### src/rtl/logic_unit_pipe_pkg.sv
// ============================================================================
// Module      : logic_unit_pipe_pkg
// Description : Shared definitions for the logic unit. Holds the 3-bit opcode
//               map and the output-register state encodings. Both the
//               combinational core and the pipelined top import it.
// Revision    : 1.0 - initial release
// ============================================================================
`default_nettype none

package logic_unit_pipe_pkg;

    // Opcode map. All operations are bitwise over the operand width.
    localparam logic [2:0] OP_NOT  = 3'b000;  // ~x
    localparam logic [2:0] OP_AND  = 3'b001;  // x & y
    localparam logic [2:0] OP_NAND = 3'b010;  // ~(x & y)
    localparam logic [2:0] OP_XOR  = 3'b011;  // x ^ y
    localparam logic [2:0] OP_XNOR = 3'b100;  // ~(x ^ y)
    localparam logic [2:0] OP_OR   = 3'b101;  // x | y
    localparam logic [2:0] OP_NOR  = 3'b110;  // ~(x | y)
    localparam logic [2:0] OP_RSVD = 3'b111;  // reserved, yields all-zeros

    // Output register occupancy.
    localparam logic [0:0] S_EMPTY = 1'b0;
    localparam logic [0:0] S_FULL  = 1'b1;

endpackage

`default_nettype wire

### src/rtl/logic_unit_core.sv
// ============================================================================
// Module      : logic_unit_core
// Description : Purely combinational bitwise operation decoder. Produces the
//               result plus its zero and parity (XOR-reduction) flags.
// Ports       : i_x, i_y  - WIDTH-bit operands
//               i_op      - 3-bit operation select
//               o_result  - WIDTH-bit result
//               o_zero    - result == 0
//               o_parity  - XOR-reduction of result
// Revision    : 1.0 - initial release
// ============================================================================
`default_nettype none

module logic_unit_core
    import logic_unit_pipe_pkg::*;
#(
    parameter int WIDTH = 8
) (
    input  logic [WIDTH-1:0] i_x,
    input  logic [WIDTH-1:0] i_y,
    input  logic [2:0]       i_op,
    output logic [WIDTH-1:0] o_result,
    output logic             o_zero,
    output logic             o_parity
);

    logic [WIDTH-1:0] w_res;

    always_comb begin
        w_res = '0;
        case (i_op)
            OP_NOT:  w_res = ~i_x;
            OP_AND:  w_res = i_x & i_y;
            OP_NAND: w_res = ~(i_x & i_y);
            OP_XOR:  w_res = i_x ^ i_y;
            OP_XNOR: w_res = ~(i_x ^ i_y);
            OP_OR:   w_res = i_x | i_y;
            OP_NOR:  w_res = ~(i_x | i_y);
            OP_RSVD: w_res = '0;
            default: w_res = '0;
        endcase
    end

    assign o_result = w_res;
    assign o_zero   = (w_res == '0);
    assign o_parity = ^w_res;

endmodule

`default_nettype wire

### src/rtl/logic_unit_pipe.sv
// ============================================================================
// Module      : logic_unit_pipe
// Description : Registered bitwise logic unit with a single-entry output
//               register and valid/ready handshake on both sides. Reports
//               registered zero/parity flags and counts accepted operations.
//               Optional macro LOGIC_UNIT_ACC_EN adds an accumulator that
//               captures every result and can replace operand y (acc_sel=1).
// Ports       : clk, reset          - clock, synchronous active-high reset
//               in_valid/in_ready   - input handshake
//               x, y, op, acc_sel   - operands, opcode, accumulator select
//               out_valid/out_ready - output handshake
//               w, zero, parity     - registered result and flags
//               op_count            - accepted operations, mod 2^CNT_W
// Revision    : 1.0 - initial release
// ============================================================================
`default_nettype none

module logic_unit_pipe
    import logic_unit_pipe_pkg::*;
#(
    parameter int WIDTH = 8,
    parameter int CNT_W = 8
) (
    input  logic             clk,
    input  logic             reset,
    input  logic             in_valid,
    output logic             in_ready,
    input  logic [WIDTH-1:0] x,
    input  logic [WIDTH-1:0] y,
    input  logic [2:0]       op,
    input  logic             acc_sel,
    output logic             out_valid,
    input  logic             out_ready,
    output logic [WIDTH-1:0] w,
    output logic             zero,
    output logic             parity,
    output logic [CNT_W-1:0] op_count
);

    localparam logic [CNT_W-1:0] c_cnt_one = CNT_W'(1);

    logic [0:0]       r_state;
    logic [0:0]       w_state_next;
    logic             w_accept;
    logic [WIDTH-1:0] w_opb;
    logic [WIDTH-1:0] w_core_res;
    logic             w_core_zero;
    logic             w_core_parity;
    logic [WIDTH-1:0] r_w;
    logic             r_zero;
    logic             r_parity;
    logic [CNT_W-1:0] r_count;

    // A full register can still take new data on the same edge it drains.
    assign out_valid = (r_state == S_FULL);
    assign in_ready  = !out_valid || out_ready;
    assign w_accept  = in_valid && in_ready;

`ifdef LOGIC_UNIT_ACC_EN
    logic [WIDTH-1:0] r_acc;

    assign w_opb = acc_sel ? r_acc : y;

    always_ff @(posedge clk) begin
        if (reset) begin
            r_acc <= '0;
        end else if (w_accept) begin
            r_acc <= w_core_res;
        end
    end
`else
    // Accumulator absent: acc_sel has no function and is only sunk here.
    logic w_unused_acc_sel;
    assign w_unused_acc_sel = acc_sel;
    assign w_opb            = y;
`endif

    logic_unit_core #(
        .WIDTH (WIDTH)
    ) u_core (
        .i_x      (x),
        .i_y      (w_opb),
        .i_op     (op),
        .o_result (w_core_res),
        .o_zero   (w_core_zero),
        .o_parity (w_core_parity)
    );

    // Output register occupancy FSM
    always_ff @(posedge clk) begin
        if (reset) begin
            r_state <= S_EMPTY;
        end else begin
            r_state <= w_state_next;
        end
    end

    always_comb begin
        w_state_next = r_state;
        case (r_state)
            S_EMPTY: if (w_accept) w_state_next = S_FULL;
            S_FULL:  if (out_ready && !in_valid) w_state_next = S_EMPTY;
            default: w_state_next = S_EMPTY;
        endcase
    end

    // Result, flags and counter only move on an accept, so an undefined
    // opcode presented with in_valid low never reaches a register.
    always_ff @(posedge clk) begin
        if (reset) begin
            r_w      <= '0;
            r_zero   <= 1'b1;
            r_parity <= 1'b0;
            r_count  <= '0;
        end else if (w_accept) begin
            r_w      <= w_core_res;
            r_zero   <= w_core_zero;
            r_parity <= w_core_parity;
            r_count  <= r_count + c_cnt_one;
        end
    end

    assign w        = r_w;
    assign zero     = r_zero;
    assign parity   = r_parity;
    assign op_count = r_count;

endmodule

`default_nettype wire
### config.mk
export PLATFORM = sky130hd
export DESIGN_NAME = logic_unit_pipe
export DESIGN_NICKNAME = d
export VERILOG_FILES = /design/src/rtl/logic_unit_pipe_pkg.sv /design/src/rtl/logic_unit_core.sv /design/src/rtl/logic_unit_pipe.sv
export SDC_FILE = /design/constraint.sdc
export NUM_CORES = 1
export LEC_CHECK = 0
export ABC_CLOCK_PERIOD_IN_PS = 2550
export BUFFER_PORTS_ARGS = -buffer_cell sky130_fd_sc_hd__buf_4
export CAP_MARGIN = 10
export CORE_MARGIN = 5
export CORE_UTILIZATION = 52
export DETAILED_ROUTE_END_ITERATION = 10
export PLACE_DENSITY_LB_ADDON = 0.08
export SYNTH_ARGS = -nofsm -noshare
export SYNTH_HDL_FRONTEND = slang
export SYNTH_SLANG_ARGS = --single-unit
### constraint.sdc
create_clock -name clk -period 2.55 [get_ports clk]
set_input_delay 0.3825 -clock clk [delete_from_list [all_inputs] [get_ports clk]]
set_output_delay 0.3825 -clock clk [all_outputs]
set_load 0.01 [all_outputs]
# Word level (Yosys, flattened, before mapping)
# Index checks and enable logic that the tools add are counted.
# Widths: inputs -> output; s select.
[totals]
register_bits = 19
inputBits = 24
out_inout_bits = 20
[classes]
add_sub_neg = 1
n_eq_ne = 7
muxes = 4
bitwise = 8
reduce_logical = 8
[op_table]
columns = ["cell", "n"]
rows = [
  ["$pmux 8 s8", 1],
  ["$not 8->8", 4],
  ["$eq 3x3->1 const B", 4],
  ["$add 8x1->8 const B", 1],
  ["$and 8x8->8", 1],
  ["$logic_not 8->1", 1],
  ["$or 8x8->8", 1],
  ["$reduce_xor 8->1", 1],
  ["$xor 8x8->8", 1],
  ["$eq 3x2->1 const B", 2],
  ["$eq 3x1->1 const B", 1],
  ["$logic_not 3->1", 1],
  ["$logic_and 1x1->1", 2],
  ["$logic_not 1->1", 2],
  ["$mux 1", 2],
  ["$pmux 1 s2", 1],
  ["$logic_or 1x1->1", 1],
  ["$not 1->1", 1],
]

# Logic depth before layout (Yosys ltp)
# Gate-level depths: netlist (run 1).
[depth]
depth_word = 5
mapped_depth = 10

# By module
# Synthesis (run 1) repeated with hierarchy kept, for this count alone.
[unflattened]
cells_unflattened = 216
area_unflattened_um2 = 1756.7
[modules_own_cells]
columns = ["mod", "n_inst", "cells_per_inst", "area_each_um2", "seq_area_each_um2"]
rows = [
  ["logic_unit_core", 1, 120, 913.4, 0.0],
  ["logic_unit_pipe", 1, 96, 843.3, 380.4],
]

# Least setup slack after synthesis (run 1)
# No wires, ideal clock.
[synth_timing]
kind = "input-to-reg"
startpoint = "input x[4]"
endpoint = "register r_parity, in the netlist parity"
setup_time_ns = 0.086
arrival_time_ns = 2.060
required_time_ns = 2.464
slack_ns = 0.405
path_stages = 10
path_buffers = 0
path_cell_list = "inv_1 > ha_1 > nand2_1 > a32oi_1 > a211oi_1 > or2_2 > ha_1 > xnor2_1 > xnor2_1 > a211oi_1"
[synth_between]
elab_chain_len = 4
elab_cells_between_ends = 9
[synth_rtl]
columns = ["element", "line", "source"]
rows = [
  ["from (decl)", "logic_unit_pipe.sv:28", "input logic [WIDTH-1:0] x,"],
  ["$or 8x8->8, or another cell as far along", "logic_unit_core.sv:37, logic_unit_core.sv:38", ""],
  ["$not 8->8, on equally long branches", "logic_unit_core.sv:38, logic_unit_core.sv:34, logic_unit_core.sv:36", ""],
  ["$pmux 8 s8 (*)", "logic_unit_core.sv:31", "case (i_op)"],
  ["$reduce_xor 8->1 (*)", "logic_unit_core.sv:46", "assign o_parity = ^w_res;"],
  ["to (signal assigned)", "logic_unit_pipe.sv:118", "r_parity <= w_core_parity;"],
  ["to (decl)", "logic_unit_pipe.sv:51", "logic r_parity;"],
]
# Every way passes the cells marked *; elsewhere a longest branch is shown, timed or not.
# A chain may end at the register's enable or synchronous reset.

# Worst setup path in the final report (run 1)
# Same ends and word-level chain as after synthesis.

==> metrics.txt, run 1 <==
status=finished clean; clk slew on worst S/H paths=~0.1 ns; placed cells=268; CTS tree=built; Max Slew Vio Count=0; R2R Path End=w[1]; share of layout cells above drive strength 1=0.209; Mapped Nets=~250; Die Area=4300 um2; Max Root-Sink Buffers=2; Hold EP=out_valid; P_leak=0.906 nW; Final Cycle Share=0.840; WL/cell=around 14 um; Yosys cell types=about 40; via count=1555; # DRC=0; fin crit period=around 2.1 ns; reg2reg setup slack=1.06 ns; post-CTS resize count=0; FP Rows=20; metal1 wirelength=1620 um; sequential share of the synthesized area=0.237; Hold Vio Cnt, Final=0; H-Tree Depth=1; min-delay worst type=input port to flip-flop; clock sink count=19; Startpoint Class=input port; r2r startpoint=out_valid; Area Overhead vs Synth=19.7%; commonest non-fill, non-tap cell in the layout=buf_4; unrepaired setup endpoints after global routing=false; Buffers on Ports=42; CTS Buf Count=3; Yosys warning total=0; Nets=~290; worst hold start=in_valid; initial antenna violation count=0; root buffer cell=clkbuf_4; Synth Area per Inst=7.79 um2; setup violators final=0; Post-Syn Instances=206; first-pass GRT wire length=6120 um; WHS=between 0.3 and 0.4 ns; routed wl met3=approximately 230 um; Worst-Margin Slew=0.423 ns; Hold Buf Count CTS=0; CP required=about 2.8 ns; vias in the first global route=between 1000 and 1500; commonest non-fill, non-tap cells in the layout=buf_4, ha_1, inv_1, nand2_1, dfxtp_1; DR iter-0 viols=slightly below 100; GRT Util Overall=0.175; top sig layer=met4; Min-Delay Path Depth=3; largest area contributor in the netlist=dfxtp_1; Worst Skew=0.00505 ns; post-CTS setup buffers=0; largest net degree at the start of global routing=26; grt total ovfl=0; Placer Congestion=0.759; Diodes inserted=0; Pre-Repair DR Iteration Count=4; TNS Setup=0 ns; #FFs+latches synth=19; I/O pin count=44; placed inst area=~1900 um2; critical-path cell list=buf_4 > inv_1 > ha_1 > nand2_1 > a32oi_1 > a211oi_1 > or2_2 > ha_1 > xnor2_1 > xnor2_1 > a211oi_1; die width=65.5 um; Yosys top cell area share=0.237; Routed Antenna Nets=0; Rel. slew slack=0.717; post-route cell area=1920 um2; final wirelength=3730 um; fill cell count=281; Worst Setup End Kind=flip-flop; Netlist Area Pre-Place=between 1500 and 2000 um2; fin cells=between 200 and 300; Via density=5.72; Core Area=roughly 3000 um2; top cells by area, synth=dfxtp_1, ha_1, inv_1; post-DP HPWL=2950 um; Initial Utilization=0.534; Worst Reg-to-Reg Cells=4; largest stage delay on the critical path=0.32 ns; Fmax=0.467 GHz; VDD IR-drop max=0.000179 V; count of flip-flops with a built-in enable after synthesis=0; met2 WL=approximately 1800 um; Clock Latency Late Sink=0.29 ns; Slowest cell on crit path=or2_2; Arr. time, crit path=2.34 ns; Max-cap violations=0; Worst Setup Path Type=input port to flip-flop; worst-path maximum fanout=3; Die Ht=65.5 um; async set-or-reset flop fraction in the synthesized netlist=0; top_reg_cell synth=dfxtp_1; PD cells=396 nW/um2
power breakdown:
part           internal, mW  switching [mW]
Sequential            0.316          0.0125
Clock                0.0608          0.0862
Combinational         0.141           0.143
critical path, delay by kind of cell:
| kind | cells | cell delay [ns] |
|---|---|---|
| buffers and inverters | 2 | 0.13 |
| and+or+nand+nor | 2 | 0.38 |
| xor gates and xnor gates | 2 | 0.28 |
| AOI/OAI and AO/OA | 3 | 0.56 |
| adders and majority gates | 2 | 0.62 |
through the flow:
stage	worst slack, ns	power (mW)	utilization
floorplan	0.405	0.524	-
global placement	0.199	0.604	0.631
detailed placement	0.118	0.622	0.631
CTS	0.423	0.765	0.640
global route	0.309	0.812	0.640
finish	0.409	0.760	0.640
state kept, by name, summed over array words and instances, names as in the netlist:
register,cells
op_count,8
w,8
out_valid,1
parity,1
zero,1
per-layer routing:
metal,vias to the layer above,GRT usage
li1,787,-
met1,711,0.207
met2,51,0.324
met3,6,0.0205
met4,0,0.0570
met5,-,0
cell usage after synthesis, drive strengths merged, types with 2 or more instances:
cell type / count
ha: 21
inv: 20
nand2: 20
dfxtp: 19
o21ai: 12
nor2: 11
a21oi: 9
nor2b: 8
buf: 7
nand3b: 7
clkbuf: 6
nor3: 6
o22ai: 6
a211o: 5
xnor2: 5
nand2b: 4
nand4: 4
o221a: 4
a211oi: 3
nand3: 3
or2: 3
xor2: 3
a221oi: 2
a32oi: 2
and2: 2
mux2i: 2
o21bai: 2
o31ai: 2
or3: 2
logic make-up after synthesis:
logic type | share of synthesized area
and+or+nand+nor | 0.239
AOI/OAI and AO/OA | 0.215
buffers and inverters | 0.0881
adders and majority gates | 0.164
DFF | 0.237
xor gates and xnor gates | 0.0437
muxes | 0.0125
area by class of cell:
type | instances | area [um2] | area share
multi-input cells | 154 | 1080 | 0.564
flip-flops and latches | 19 | 380 | 0.198
repair buffers | 42 | 315 | 0.164
inverters | 20 | 75.1 | 0.0391
well taps | 33 | 41.3 | 0.0215
clock buffers | 4 | 26.3 | 0.0137
how the worst max path moves through the flow:
| stage | start | end | slack (ns) | depth (start not counted) |
|---|---|---|---|---|
| 3_5_place_dp | x[4] | parity | 0.12 | 11 |
| 3_3_place_gp | x[3] | parity | 0.20 | 11 |
| 4_1_cts | x[4] | parity | 0.42 | 11 |
| 5_1_grt | x[4] | parity | 0.31 | 11 |
| 6_report | x[4] | parity | 0.41 | 11 |
| 2_1_floorplan | x[4] | parity | 0.40 | 10 |
Note: power is estimated with default switching activity, not from simulation.
==> run 2, diff against run 1 <==
ABC_CLOCK_PERIOD_IN_PS = 2150   (was 2550)
clock period = 2.15 ns   (was 2.55 ns; I/O delays follow)
==> metrics.txt, run 2 (same netlist as run 1, synthesis figures left out) <==
Placer Congestion=0.840 (+11%); Comb pwr share=0.390 (+0.016); Core Area=3000 um2 (unchanged); Worst Reg-to-Reg Cells=4 (unchanged); grt total ovfl=0 (unchanged); NetSw=0.299 mW (+24%); VDD IR-drop max=0.000206 V (+15%); CTS Buf Count=3 (unchanged); sw frac=0.321 (+0.00222); Nets=297 (+4.2%); Tot Pwr=0.933 mW (+23%); Hold Buf Count CTS=0 (unchanged); placed cells=280 (+4.5%); multi-input logic area=1090 um2 (+0.69%); min-delay worst type=input port to flip-flop; Area Overhead vs Synth=25.9%; Seq. cell area=380 um2 (unchanged); PD cells=462 nW/um2 (+17%); first-pass GRT wire length=6370 um (+4.1%); TNS Setup=0 ns (unchanged); H-Tree Depth=1 (unchanged); clock sink count=19 (unchanged); root buffer cell=clkbuf_4; Clock power frac=0.192 (about the same); Arr. time, crit path=2.23 ns (-0.11 ns); P_leak=0.971 nW (+7.2%); # DRC=0 (unchanged); status=finished clean; post-CTS resize count=0 (unchanged); Die Ht=65.5 um (unchanged); CP required=2.38 ns (-0.37 ns); commonest non-fill, non-tap cells in the layout=buf_4, ha_1, inv_1, nand2_1, dfxtp_1; Final Cycle Share=0.932; Max-cap violations=0 (unchanged); Max Root-Sink Buffers=2 (unchanged); DR iter-0 viols=96 (-3.0%); Sequential Power Share=0.418 (-0.015); WL/cell=13.0 um (-5.4%); final wirelength=3690 um (-1.2%); post-CTS setup buffers=0 (unchanged); Fmax=roughly 0.50 GHz; fill cell count=265 (-5.7%); Internal=0.634 mW (+22%); fin crit period=2.00 ns; setup violators final=0 (unchanged); Pre-Repair DR Iteration Count=4 (unchanged); Via density=5.60 (-2.1%); Crit. Startpoint=x[4]; Buffers on Ports=42 (unchanged); crit path to=parity; GRT Util Overall=0.181 (+0.00608); via count=1589 (+2.2%); I/O pin count=44 (unchanged); initial antenna violation count=0 (unchanged); Worst Setup End Kind=flip-flop; unrepaired setup endpoints after global routing=false; Worst Setup Path Type=input port to flip-flop; placed inst area=1980 um2 (+4.8%); WHS=0.304 ns (-0.0603 ns); r2r startpoint=out_valid; Die Area=4300 um2 (unchanged); share of layout cells above drive strength 1=0.255 (+0.0458); Diodes inserted=0 (unchanged); CTS tree=built; Max Slew Vio Count=0 (unchanged); post-route cell area=2020 um2 (+5.1%); fin cells=284 (+4.4%); Startpoint Class=input port; worst-path maximum fanout=3 (unchanged); die width=65.5 um (unchanged); clk slew on worst S/H paths=0.11 ns (about the same); Clock Latency Late Sink=0.30 ns (about the same); largest net degree at the start of global routing=24 (-7.7%); Worst-Margin Slew=0.417 ns (-0.00606 ns); reg2reg setup slack=0.69 ns (-0.37 ns); worst hold start=in_valid; vias in the first global route=1519 (+4.8%); Initial Utilization=0.534 (unchanged); post-DP HPWL=3040 um (+2.8%); R2R Path End=w[1]; Rel. slew slack=0.721 (+0.00405); commonest non-fill, non-tap cell in the layout=buf_4; Hold Vio Cnt, Final=0 (unchanged); Routed Antenna Nets=0 (unchanged); FP Rows=20 (unchanged); Worst Skew=0.00389 ns (-0.00117 ns)
## run 2: changes by cell type in the layout (fill, tap and decap cells not counted), sizes merged
cell / delta
buf: +12
clkbuf: -1
clkinv: +1
## run 2: layout make-up
class,instances,area share
clock inverters,1,0.00248
inverters,20,0.0372
well taps,33,0.0204
clock buffers,3,0.0112
flip-flops and latches,19,0.188
multi-input cells,154,0.540
repair buffers,54,0.201
## run 2: how the worst min path moves through the flow
stage,end,depth (start not counted),slack (ns)
2_1_floorplan,w[0],2,0.50
3_3_place_gp,zero,1,0.45
3_5_place_dp,zero,1,0.46
4_1_cts,out_valid,3,0.30
5_1_grt,out_valid,3,0.31
6_report,out_valid,3,0.30
## run 2: through the flow
stage | setup WS [ns] | utilization
floorplan | 0.0645 | -
global placement | -0.122 | 0.661
global route | 0.0181 | 0.673
finish | 0.145 | 0.673
CTS | 0.0964 | 0.670
detailed placement | -0.219 | 0.661
## run 2: routing by layer
layer  global-route usage  routed length, um  vias to the layer above
met5                    0                  0                        -
met4               0.0415                 44                        0
met3               0.0188                175                        5
met2                0.344               1870                       37
met1                0.215               1600                      730
li1                     -                  -                      817
## run 2: power by group through the flow
stage          Sequential [mW]  Clock (mW)  Combinational (mW)
2_1_floorplan            0.407           0               0.215
3_3_place_gp             0.397           0               0.337
3_5_place_dp             0.398           0               0.356
4_1_cts                  0.390       0.184               0.357
5_1_grt                  0.394       0.199               0.406
6_report                 0.390       0.180               0.363
## run 2: critical path: stages
cell      delay, ns
buf_4          0.08
inv_1          0.05
ha_1           0.31
nand2_1        0.06
a32oi_1        0.19
a211oi_1       0.12
or2_2          0.31
ha_1           0.33
xnor2_2        0.15
xnor2_1        0.12
a211oi_1       0.18
